**src/rtl/int_to_float.sv**
```systemverilog
// int_to_float
//
// Sequential converter from a 64-bit signed two's-complement integer to an
// IEEE-754 single-precision float. One conversion is in flight at a time.
// The magnitude is normalised one bit per cycle. A final cycle then rounds
// to nearest, ties to even.
//
// Ports:
//   clk        clock, all logic on the rising edge
//   rst        synchronous active-high reset
//   inTrigger  start converting inData on this edge. This also aborts and
//              restarts a conversion that is already running.
//   inData     64-bit signed operand
//   outReady   1 = idle and outData valid, 0 = conversion in progress
//   outData    registered result {sign, exp[7:0], mant[22:0]}
//
// Latency for a nonzero operand whose magnitude has lz leading zeros:
// outReady rises on edge lz+2 after the trigger edge. For a zero operand,
// outReady is already 1 after the trigger edge.

module int_to_float (
    input  logic        clk,
    input  logic        rst,
    input  logic        inTrigger,
    input  logic [63:0] inData,
    output logic        outReady,
    output logic [31:0] outData
);

    typedef enum logic [1:0] {
        StIdle,
        StNorm,
        StRound
    } state_e;

    // Exponent of a magnitude whose leading one sits at bit 63 (127 + 63).
    localparam logic [7:0] ExpTop = 8'd190;

    state_e      state_q, state_d;
    logic [63:0] mag_q,   mag_d;
    logic [7:0]  exp_q,   exp_d;
    logic        sign_q,  sign_d;
    logic        ready_q, ready_d;
    logic [31:0] data_q,  data_d;

    // Operand magnitude. For the most negative value, the two's-complement
    // negation wraps back to 0x8000_0000_0000_0000. Read as unsigned, that is
    // exactly 2^63, so no special case is needed.
    logic [63:0] abs_val;
    assign abs_val = inData[63] ? (~inData + 64'd1) : inData;

    // Rounding datapath. It is only meaningful in StRound, where mag_q[63] = 1.
    // Once mag_q is normalised, the hidden bit is mag_q[63] and the 23 stored
    // fraction bits follow it directly.
    logic [22:0] frac;
    logic        guard;
    logic        sticky;
    logic        round_up;
    logic [23:0] frac_sum;
    logic        frac_carry;

    assign frac       = mag_q[62:40];
    assign guard      = mag_q[39];
    assign sticky     = |mag_q[38:0];
    assign round_up   = guard & (sticky | frac[0]);
    assign frac_sum   = {1'b0, frac} + {23'd0, round_up};
    // When the fraction is all ones and rounds up, the mantissa wraps to zero
    // and the exponent bumps by one. This peaks at 190 (from 189), so the
    // result can never reach the Inf encoding.
    assign frac_carry = frac_sum[23];

    // State register
    always_ff @(posedge clk) begin
        if (rst) begin
            state_q <= StIdle;
            mag_q   <= 64'd0;
            exp_q   <= 8'd0;
            sign_q  <= 1'b0;
            ready_q <= 1'b1;
            data_q  <= 32'd0;
        end else begin
            state_q <= state_d;
            mag_q   <= mag_d;
            exp_q   <= exp_d;
            sign_q  <= sign_d;
            ready_q <= ready_d;
            data_q  <= data_d;
        end
    end

    // Next-state logic
    always_comb begin
        state_d = state_q;
        mag_d   = mag_q;
        exp_d   = exp_q;
        sign_d  = sign_q;
        ready_d = ready_q;
        data_d  = data_q;

        if (inTrigger) begin
            // A trigger takes effect in every state. A conversion already
            // in flight is dropped without producing a result.
            sign_d = inData[63];
            mag_d  = abs_val;
            exp_d  = ExpTop;
            if (inData == 64'd0) begin
                // Zero has no leading one to normalise. Answer +0 at once
                // so the converter never produces -0.
                data_d  = 32'd0;
                ready_d = 1'b1;
                state_d = StIdle;
            end else begin
                ready_d = 1'b0;
                state_d = StNorm;
            end
        end else begin
            unique case (state_q)
                StIdle: begin
                    // Hold the result until the next trigger.
                end
                StNorm: begin
                    if (mag_q[63]) begin
                        state_d = StRound;
                    end else begin
                        // No more than 63 shifts occur for a nonzero
                        // operand, so exp stays at or above 127.
                        mag_d = {mag_q[62:0], 1'b0};
                        exp_d = exp_q - 8'd1;
                    end
                end
                StRound: begin
                    data_d  = {sign_q, exp_q + {7'd0, frac_carry}, frac_sum[22:0]};
                    ready_d = 1'b1;
                    state_d = StIdle;
                end
                default: begin
                    state_d = StIdle;
                end
            endcase
        end
    end

    assign outReady = ready_q;
    assign outData  = data_q;

endmodule

```
**config.mk**
```make
export PLATFORM = sky130hd
export DESIGN_NAME = int_to_float
export DESIGN_NICKNAME = d
export VERILOG_FILES = /design/src/rtl/int_to_float.sv
export SDC_FILE = /design/constraint.sdc
export NUM_CORES = 1
export LEC_CHECK = 0
export CAP_MARGIN = 20
export CORE_MARGIN = 3
export CORE_UTILIZATION = 49
export CTS_CLUSTER_SIZE = 8
export DETAILED_ROUTE_END_ITERATION = 12
export PLACE_DENSITY_LB_ADDON = 0.25
export SYNTH_ARGS = -nofsm -noshare
export SYNTH_HDL_FRONTEND = slang
export SYNTH_SLANG_ARGS = --single-unit
```
**constraint.sdc**
```tcl
create_clock -name clk -period 2.6 [get_ports clk]
set_input_delay 0.52 -clock clk [delete_from_list [all_inputs] [get_ports clk]]
set_output_delay 0.52 -clock clk [all_outputs]
set_load 0.005 [all_outputs]
```
==> results of run 1 <==
==> state kept, by name, summed over array words and instances (netlist names) <==
register / flops
exp_q: 8
mag_q: 64
outData: 32
outReady: 1
sign_q: 1
state_q: 2
==> routing by layer <==
| layer | vias to the layer above | global-route usage (%) | part of all wire [%] |
|---|---|---|---|
| li1 | 3170 | - | - |
| met1 | 3160 | 34.10 | 42 |
| met2 | 225 | 46.15 | 49 |
| met3 | 43 | 3.040 | 5.6 |
| met4 | 0 | 10.76 | 2.8 |
| met5 | - | 0 | 0 |
==> cell usage after synthesis, types with 9 or more instances <==
library cell	n
sky130_fd_sc_hd__clkbuf_1	40
sky130_fd_sc_hd__mux2i_1	24
sky130_fd_sc_hd__or4_1	9
sky130_fd_sc_hd__o2bb2ai_1	12
sky130_fd_sc_hd__nor2b_1	41
sky130_fd_sc_hd__xnor2_1	16
sky130_fd_sc_hd__o31ai_1	13
sky130_fd_sc_hd__inv_1	10
sky130_fd_sc_hd__nand3_1	16
sky130_fd_sc_hd__nor2_1	42
sky130_fd_sc_hd__o21ai_0	18
sky130_fd_sc_hd__o22ai_1	20
sky130_fd_sc_hd__nand4_1	10
sky130_fd_sc_hd__a21oi_1	21
sky130_fd_sc_hd__a211oi_1	73
sky130_fd_sc_hd__nor4_1	19
sky130_fd_sc_hd__xor2_1	67
sky130_fd_sc_hd__or3_1	15
sky130_fd_sc_hd__nor3_1	14
sky130_fd_sc_hd__dfxtp_1	108
sky130_fd_sc_hd__nand2_1	47
==> logic make-up after synthesis <==
kind of cell,after synthesis
fa+ha+maj,5
xor+xnor,83
buf+inv,63
compound gates,208
simple gates,254
flops,108
mux,28
==> repair_timing <==
item,CTS,global route
gates cloned,0,0
setup endpoints to repair,26,62
pin swaps,12,15
resized for setup,24,33
setup buffers,4,3
==> worst max path at each step <==
stage	startpoint	end	cells past startpoint
3_5_place_dp	inData[31]	mag_q[50]$_SDFFE_PP0P_	7
6_report	inData[49]	outData[18]$_SDFFE_PP0P_	10
5_1_grt	inData[49]	outData[22]$_SDFFE_PP0P_	10
2_1_floorplan	inData[31]	mag_q[60]$_SDFFE_PP0P_	6
4_1_cts	inData[33]	mag_q[60]$_SDFFE_PP0P_	7
3_3_place_gp	inData[31]	mag_q[60]$_SDFFE_PP0P_	7
==> final cells by class <==
type | instances | area (µm²)
multi-input cells | 578 | 4177
fillers | 1060 | 3879
flip-flops and latches | 108 | 2163
repair buffers | 221 | 1976
clock buffers | 10 | 229.0
well taps | 172 | 215.2
clock inverters | 6 | 46.29
inverters | 10 | 37.54
==> power by group <==
part | switching [µW] | leakage, µW | internal [µW] | total [µW]
logic | 412 | 0.00234 | 408 | 821
registers | 98.1 | 0.000888 | 1750 | 1850
clock network | 667 | 0.000135 | 662 | 1330
total | 1180 | 0.00336 | 2820 | 4000
==> worst max-delay path, stage by stage <==
cell,delay [ns]
sky130_fd_sc_hd__clkdlybuf4s50_1,0.47
sky130_fd_sc_hd__or3_4,0.42
sky130_fd_sc_hd__buf_4,0.15
sky130_fd_sc_hd__nor4_2,0.16
sky130_fd_sc_hd__buf_4,0.18
sky130_fd_sc_hd__and4_4,0.24
sky130_fd_sc_hd__a31oi_1,0.12
sky130_fd_sc_hd__nor2b_1,0.19
sky130_fd_sc_hd__buf_4,0.19
sky130_fd_sc_hd__o2bb2ai_1,0.13
==> metrics by stage <==
| step | hold slack (ns) | worst slack [ns] | cell area (µm²) |
|---|---|---|---|
| final | 0.4675 | 0.03372 | 8843 |
| after global routing | 0.4974 | -0.06290 | 8843 |
| after CTS | 0.4684 | 0.002527 | 8701 |
| after detailed placement | 0.4487 | -0.5274 | 8324 |
| after global placement | 0.4458 | -0.4978 | 8324 |
| after floorplan | 0.4360 | 0.01598 | 6402 |
==> run_summary.xml, run 1 <==
<?xml version="1.0" encoding="UTF-8"?>
<metrics>
  <group name="synth">
    <metric name="yosys-mux-area-fraction" unit="%">4.456</metric>
    <metric name="post_synth_xor_area_fraction" unit="%">11.35</metric>
    <metric name="syn_area" unit="µm²">6402</metric>
    <metric name="yosysWarnings" unit="">0</metric>
    <metric name="synth-main-ff-cell" unit="">sky130_fd_sc_hd__dfxtp_1</metric>
    <metric name="netlist.area_leader.share" unit="%">33.77</metric>
    <metric name="part_of_the_yosys_area_used_for_sequential_elements" unit="%">33.77</metric>
    <metric name="main_combinational_cell_family_by_area_after_synthesis" unit="">compound AO/OA/AOI/OAI gates</metric>
    <metric name="synth_fa_ha_area_share" unit="%">0.9771</metric>
    <metric name="netlist_instances" unit="">749</metric>
    <metric name="compound_gate_portion_of_the_synthesized_area" unit="%">23.57</metric>
    <metric name="area_fraction_in_and_or_nand_and_nor_cells_after_synthesis" unit="%">22.04</metric>
    <metric name="synth.top_cells.by_area" unit="">sky130_fd_sc_hd__dfxtp_1 (34%), sky130_fd_sc_hd__xor2_1 (9.2%), sky130_fd_sc_hd__a211oi_1 (8.6%)</metric>
    <metric name="synth_largest_area_cell" unit="">sky130_fd_sc_hd__dfxtp_1</metric>
    <metric name="synthDistinctLibCells" unit="">59</metric>
    <metric name="postSynth.asyncResetShare" unit="%">0</metric>
    <metric name="mappedNetlistNets" unit="">821</metric>
    <metric name="synth-seq-cells" unit="">108</metric>
    <metric name="syn_avg_cell_area" unit="µm²">8.548</metric>
    <metric name="synth-edff-count" unit="">0</metric>
  </group>
  <group name="worst_setup_path">
    <metric name="worst_r2r_startpoint" unit="">mag_q[55]$_SDFFE_PP0P_</metric>
    <metric name="timing_worst_setup_path_type" unit="">input port to register</metric>
    <metric name="cp_max_fo" unit="">10</metric>
    <metric name="end_kind" unit="">register</metric>
    <metric name="timing.critical_path.arrival" unit="ns">2.79</metric>
    <metric name="reg2reg_setup_slack" unit="ns">0.15</metric>
    <metric name="required_time_reported_for_the_critical_path_endpoint" unit="ns">2.82</metric>
    <metric name="timing.critical_path.from_type" unit="">input port</metric>
    <metric name="regToRegEndpoint" unit="">outData[29]$_SDFFE_PP0P_</metric>
    <metric name="worst_reg_to_reg_path_cell_count" unit="">11</metric>
  </group>
  <group name="min_path">
    <metric name="worst_hold_startpoint" unit="">outData[17]$_SDFFE_PP0P_</metric>
    <metric name="min_delay_worst_endpoint" unit="">outData[17]$_SDFFE_PP0P_</metric>
    <metric name="hold_path.class" unit="">register to register</metric>
    <metric name="timing.hold.worst_path_depth" unit="">1</metric>
  </group>
  <group name="final_layout">
    <metric name="antenna_cells" unit="">0</metric>
    <metric name="final_cell_mix" unit="">sky130_fd_sc_hd__buf_4 (114), sky130_fd_sc_hd__dfxtp_1 (107), sky130_fd_sc_hd__clkdlybuf4s50_1 (77)</metric>
    <metric name="area_growth" unit="%">38.13</metric>
    <metric name="final_net_count" unit="">1000</metric>
    <metric name="fin_util" unit="%">69.51</metric>
    <metric name="layout.cells.most_common" unit="">sky130_fd_sc_hd__buf_4</metric>
    <metric name="final_cell_count_no_fill" unit="">1105</metric>
    <metric name="share_of_cells_above_drive_strength_1" unit="%">19.94</metric>
  </group>
  <group name="global_routing">
    <metric name="overflow_left_after_global_routing" unit="">0</metric>
    <metric name="grt_pass1_wl" unit="mm">31.39</metric>
    <metric name="initial_antenna_violation_count" unit="">0</metric>
    <metric name="gr-usage-all-layers" unit="%">26.73</metric>
    <metric name="grt_max_degree" unit="">70</metric>
    <metric name="first_global_vias" unit="">6353</metric>
  </group>
  <group name="routing">
    <metric name="drc" unit="">0</metric>
    <metric name="drt_pre_antenna_iters" unit="">5</metric>
    <metric name="wire_per_inst" unit="µm">17.87</metric>
    <metric name="route.antenna.remaining_nets" unit="">0</metric>
    <metric name="routed_via_density" unit="">5.971</metric>
    <metric name="vias" unit="">6598</metric>
    <metric name="first_iter_violations" unit="">437</metric>
    <metric name="totalWireLength" unit="mm">19.74</metric>
  </group>
  <group name="power_and_ir_drop">
    <metric name="power_density" unit="nW/µm²">451.9</metric>
    <metric name="vdd_ir_drop_max" unit="µV">299.2</metric>
    <metric name="total_power" unit="µW">3997</metric>
    <metric name="cellLeakagePower" unit="µW">0.003359</metric>
  </group>
  <group name="clock_tree">
    <metric name="cts_max_level" unit="">3</metric>
    <metric name="numCtsBuffers" unit="">9</metric>
    <metric name="clock_tree_from_tritoncts" unit="">done</metric>
    <metric name="ctsRootBufferMaster" unit="">sky130_fd_sc_hd__clkbuf_16</metric>
    <metric name="clock_insertion_delay_worst_skew" unit="ns">0.35</metric>
    <metric name="worst_setup_hold_path_clk_slew" unit="ns">0.07</metric>
    <metric name="cts_num_sinks" unit="">108</metric>
    <metric name="holdBufCountCts" unit="">0</metric>
    <metric name="cts_max_path_buffers" unit="">2</metric>
  </group>
  <group name="timing">
    <metric name="timing_worst_slew_pin_value" unit="ns">0.9996</metric>
    <metric name="max_clock_freq" unit="GHz">0.3897</metric>
    <metric name="finalCriticalPeriod" unit="ns">2.566</metric>
    <metric name="maxSlewHeadroom" unit="%">33.11</metric>
    <metric name="timing.final.hold_violations" unit="">0</metric>
    <metric name="timing.final.crit_share" unit="%">98.70</metric>
    <metric name="totalNegativeSetupSlack" unit="ns">0</metric>
    <metric name="setup_viol_count_final" unit="">0</metric>
    <metric name="finClkSkew" unit="ns">0.01055</metric>
    <metric name="maxSlewViolCount" unit="">0</metric>
  </group>
  <group name="die">
    <metric name="chipWidth" unit="µm">120.3</metric>
    <metric name="placeableCoreArea" unit="µm²">12720</metric>
    <metric name="die_h" unit="µm">120.3</metric>
    <metric name="floorplan.die_area" unit="µm²">14470</metric>
    <metric name="initial_core_utilization" unit="%">50.32</metric>
    <metric name="placement_rows" unit="">41</metric>
    <metric name="boundaryPins" unit="">100</metric>
  </group>
  <group name="placement">
    <metric name="place.detailed.hpwl" unit="mm">14.52</metric>
    <metric name="dp.cells" unit="">1083</metric>
    <metric name="io_buffer_count" unit="">99</metric>
    <metric name="gp_congestion" unit="">1.007</metric>
  </group>
  <group name="run_status">
    <metric name="status" unit="">finished, final reports clean</metric>
  </group>
  <group name="job">
    <metric name="drv_cap" unit="">0</metric>
  </group>
</metrics>
(Power assumes the default switching activity.)
==> run 2, diff against run 1 <==
--- a/config.mk
+++ b/config.mk
@@ -5,7 +5,7 @@
 export SDC_FILE = /design/constraint.sdc
 export NUM_CORES = 1
 export LEC_CHECK = 0
-export CAP_MARGIN = 20
+export CAP_MARGIN = 15
 export CORE_MARGIN = 3
 export CORE_UTILIZATION = 49
 export CTS_CLUSTER_SIZE = 8
==> results of run 2 <==
Final layout, timing and power as in run 1 (identical DEF).
==> edit 1: new RTL, config.mk and constraints of run 1 <==
The 3 states of `state_e` get a one-hot encoding in 3 bits.
--- a/src/rtl/int_to_float.sv
+++ b/src/rtl/int_to_float.sv
@@ -27,10 +27,10 @@
     output logic [31:0] outData
 );
 
-    typedef enum logic [1:0] {
-        StIdle,
-        StNorm,
-        StRound
+    typedef enum logic [2:0] {
+        StIdle  = 3'b001,
+        StNorm  = 3'b010,
+        StRound = 3'b100
     } state_e;
 
     // Exponent of a magnitude whose leading one sits at bit 63 (127 + 63).
Function: no difference found for any inputs over 4 cycles, from zero or initial values and one cycle with rst high; so few cycles prove little.
==> edit 1 against run 1 <==
Cell area grew 7.9%. Sequential cell count grew 1. Setup slack lost 0.029 ns. Die area increased by 4.7%. Synthesized area up 4.9%. Wire length increased by 13%. Total power up 2.1%. Register-to-register slack better by 0.08 ns.
==> edit 1: results (changes against run 1) <==
[logic_synthesis]
syn_area_per_cell_um2 = 8.282  ; -3.1%
synthAdderAreaFrac_pct = 0.9314  ; -0.046 points
synth_commonest_cells = 109 x dfxtp_1, 75 x nand2_1, 69 x nor2_1
synth-compound-area-share_pct = 20.73  ; -2.8 points
syn-num-nets = 883  ; +7.6%
synth.area.top_cells = dfxtp_1 32%, xor2_1 7.4%, a211oi_1 5.8%, nand2_1 4.2%, nor2_1 3.9%
synth_xor_area_share_pct = 10.95  ; -0.40 points
synth.area.mux_share_pct = 3.279  ; -1.2 points

[detailed_routing]
wl_met1_um = 9434  ; +13%
routedWlPerCell_um = 18.63  ; +4.3%
wl_met3_um = 1689  ; +54%
met2_length_um = 10600  ; +9.3%
drt-initial-drc-count = 694  ; +59%
vias = 7101  ; +7.6%

[final_layout]
fin_nets = 1083  ; +8.3%
inv_count = 7  ; -3
final_cells = 1193  ; +8.0%
clock_tree_area_fraction_pct = 3.173  ; +0.060 points
signal_buffer_area_fraction_pct = 23.31  ; +0.97 points
multi_input_area_mm2 = 0.004586  ; +9.8%
n_all_buffers = 246  ; +11%
sh_seq_area_pct = 22.86  ; -1.6 points
antenna_cells = 1  ; +1
layout-drive-gt1-share_pct = 23.23  ; +3.3 points

[worst_setup_path]
critical_path.endpoint = mag_q[18]$_SDFFE_PP0P_
critical-path-slowest-cell = or4_4
r2r_cells = 10  ; -1
r2r_slack_ns = 0.23  ; +0.08 ns
cp-startpoint = inData[8]
max_stage_delay_ns = 0.59  ; +0.12 ns
worstPathMaxFanout = 3  ; -7
timing.rr.start = mag_q[46]$_SDFFE_PP0P_

[pwr]
p_clk_mw = 1.41  ; +6%
seqPwrFrac_pct = 45.5  ; -0.7 points
power_switching_mw = 1.151  ; -2.2%

[sta]
relSlewSlack_pct = 53.64  ; +21 points

[placed_design]
placed_area_mm2 = 0.008612  ; +3.5%
place_ws_ns = -0.6891  ; -0.1617 ns
dpl.hpwl_um = 15560  ; +7.2%
place.gp.congestion = 0.9410  ; -6.6%

[grt]
met3_usage_pct = 4.849  ; +1.8 points
grt_util_met2_pct = 45.85  ; -0.30 points

[clock_tree]
cts_setup_buffers = 9  ; +5
cts_resized = 70  ; +190%

[run_status]
status = finished, final reports clean

-- edit 1: changes by cell type after synthesis, sizes merged, moves of 11 or more --
cell	run 1	this run
nand2	47	75
and2	2	26
a21oi	21	48
xnor2	16	27
nor2b	41	2
nor2	42	69
a211oi	73	52
-- edit 1: worst min-delay path by stage --
| stage | from | to | slack, ns | cells after the start |
|---|---|---|---|---|
| final | outData[21]$_SDFFE_PP0P_ | outData[21]$_SDFFE_PP0P_ | 0.48 | 1 |
| after global routing | outData[21]$_SDFFE_PP0P_ | outData[21]$_SDFFE_PP0P_ | 0.49 | 1 |
| after CTS | outData[20]$_SDFFE_PP0P_ | outData[20]$_SDFFE_PP0P_ | 0.48 | 1 |
| after detailed placement | outData[20]$_SDFFE_PP0P_ | outData[20]$_SDFFE_PP0P_ | 0.45 | 1 |
| after global placement | outData[15]$_SDFFE_PP0P_ | outData[15]$_SDFFE_PP0P_ | 0.45 | 1 |
| after floorplan | sign_q$_SDFFE_PP0P_ | sign_q$_SDFFE_PP0P_ | 0.45 | 2 |
==> edit 2: new RTL, config.mk and constraints of run 1 <==
Without the edit above. Reset style: asynchronous (`rst`), changed in one clocked block. Comments in the files are not updated.
--- a/src/rtl/int_to_float.sv
+++ b/src/rtl/int_to_float.sv
@@ -70,7 +70,7 @@
     assign frac_carry = frac_sum[23];
 
     // State register
-    always_ff @(posedge clk) begin
+    always_ff @(posedge clk or posedge rst) begin
         if (rst) begin
             state_q <= StIdle;
             mag_q   <= 64'd0;
Function: differs if rst is asserted again (counterexample within 4 cycles, from zero or initial values and one cycle with rst high); with rst held inactive, the same outputs for 10 cycles.
==> edit 2 against run 1 <==
Cell count up 14%. Sequential share of layout area increased by 3.3 points. Count of clock-buffer cells in the layout shrank 1. Critical endpoint is now mag_q[51]$_DFFE_PP0P_. Global-route usage increased by 0.12 points. Synthesized area is 14% higher. First-iteration DRC count is 38% higher. Cell area grew 10%. Wire length rose by 11%. Clock skew decreased by 0.0039 ns. Sequential cell count is the same. Setup slack worse by 0.0021 ns.
Power is not compared: it rests on default switching activity, and its combinational part moved more than twofold at a synthesized area within 25%.
==> edit 2: results (changes against run 1) <==
[run_status]
status = finished, final reports clean

[grt]
grt_usage_pct = 26.85  ; +0.12 points
grt_util_met2_pct = 42.27  ; -3.9 points
grt_pass1_vias = 7186  ; +13%
met3_usage_pct = 5.458  ; +2.4 points
grt_pass1_wl_um = 35670  ; +14%
use_met1_pct = 36.55  ; +2.4 points
overflow = 0  ; unchanged
grt_max_degree = 63  ; -10%

[clock_tree]
cts_setup_buffers = 0  ; -4
clk_latency_ns = 0.37  ; +0.02 ns
clockRootBuffer = clkbuf_16
cts_max_level = 3  ; unchanged

[worst_setup_path]
max_stage_delay_ns = 0.58  ; +0.11 ns
critical-path-slowest-cell = or4_1
cpLargestDelayFamily = simple AND/OR/NAND/NOR gates
crit_arrival_ns = 2.83  ; +0.04 ns
worstPathMaxFanout = 3  ; -7

[placed_design]
io_buffers = 99  ; unchanged
place.gp.congestion = 0.9234  ; -8.3%
dpl.hpwl_um = 15870  ; +9.3%
placed_area_mm2 = 0.009329  ; +12%

[logic_synthesis]
synth_cell_types = 59  ; unchanged
synth.area.top_cells = dfrtp_1 37%, nand2_1 8.9%, xor2_1 5.3%, and3_1 4.0%, a21oi_1 3.6%
ys_async_sr_fraction_pct = 100.0  ; +100 points
syn-num-nets = 966  ; +18%
syn_area_per_cell_um2 = 8.150  ; -4.7%
yosysSeqAreaShare_pct = 37.11  ; +3.3 points
synth_commonest_cells = 173 x nand2_1, 107 x dfrtp_1, 53 x a21oi_1

[pwr]
power_leakage_nw = 4.117

[detailed_routing]
vias = 7589  ; +15%
vias_per_cell = 6.009  ; +0.63%
routedWlPerCell_um = 17.30  ; -3.1%
drt-initial-drc-count = 602  ; +38%

[final_layout]
fin_nets = 1150  ; +15%
layout-drive-gt1-share_pct = 16.90  ; -3.0 points
antenna_cells = 0  ; unchanged
fillers = 1220  ; +15%

[sta]
fin_skew_ns = 0.006604  ; -0.003948 ns
relSlewSlack_pct = 53.23  ; +20 points

-- edit 2: cell types whose count changed in the layout (fill, tap and decap cells not counted), moves of 18 or more --
| cell | delta |
|---|---|
| and3_1 | +42 |
| dfrtp_1 | +107 |
| dfxtp_1 | -107 |
| nand2_1 | +126 |
| a211oi_1 | -64 |
| a21oi_1 | +32 |
| nor2b_1 | -40 |
| xor2_1 | -23 |
| nor3_1 | +18 |
-- edit 2: through the flow --
step	setup WS (ns)	TNS, ns
final	0.03158	0
after global routing	-0.02578	-0.02888
after CTS	0.04398	0
after detailed placement	-0.3869	-14.31
after global placement	-0.3454	-10.56
after floorplan	0.1121	0
-- edit 2: routing by layer --
layer  vias up  share of wire, %
li1       3628                 -
met1      3582                43
met2       323                46
met3        56               7.3
met4         0               3.4
met5         -                 0
-- edit 2: timing repair --
item | CTS | global route
resized for setup | 1 | 14
cloned | 0 | 1
endpoints found under the setup margin | 1 | 47
pin swaps | 0 | 3
-- edit 2: cell type report --
class / instances / area [um2] / share of cell area [%]
clock buffers: 9 / 225.2 / 2.312
flip-flops and latches: 108 / 2704 / 27.76
inverters: 20 / 78.83 / 0.8094
multi-input cells: 705 / 4339 / 44.55
well taps: 180 / 225.2 / 2.312
repair buffers: 234 / 2074 / 21.30
clock inverters: 7 / 92.59 / 0.9507
-- edit 2: kinds of logic after synthesis --
family / Yosys count / synth area share, %
AOI/OAI and AO/OA: 183 / 16.06
xor gates and xnor gates: 72 / 8.655
adders and majority gates: 5 / 0.8587
buffers and inverters: 81 / 4.362
DFF: 108 / 37.11
muxes: 11 / 1.528
and+or+nand+nor: 434 / 31.43
-- edit 2: report_power, final --
part | internal (mW) | switching (mW)
registers | 2.15 | 0.379
logic | 1.21 | 1.07
clock network | 0.773 | 0.710
-- edit 2: final timing paths --
kind	slack, ns	from	cells after the start	end
worst max-delay path	0.03	inData[1]	6	mag_q[51]$_DFFE_PP0P_
worst min-delay path	0.50	sign_q$_DFFE_PP0P_	1	sign_q$_DFFE_PP0P_
worst max register to register	0.31	mag_q[51]$_DFFE_PP0P_	8	outData[30]$_DFFE_PP0P_
worst min register to register	0.50	sign_q$_DFFE_PP0P_	1	sign_q$_DFFE_PP0P_
max in group asynchronous	1.38	rst	3	outReady$_DFFE_PP1P_
min in group asynchronous	0.61	rst	2	outData[17]$_DFFE_PP0P_
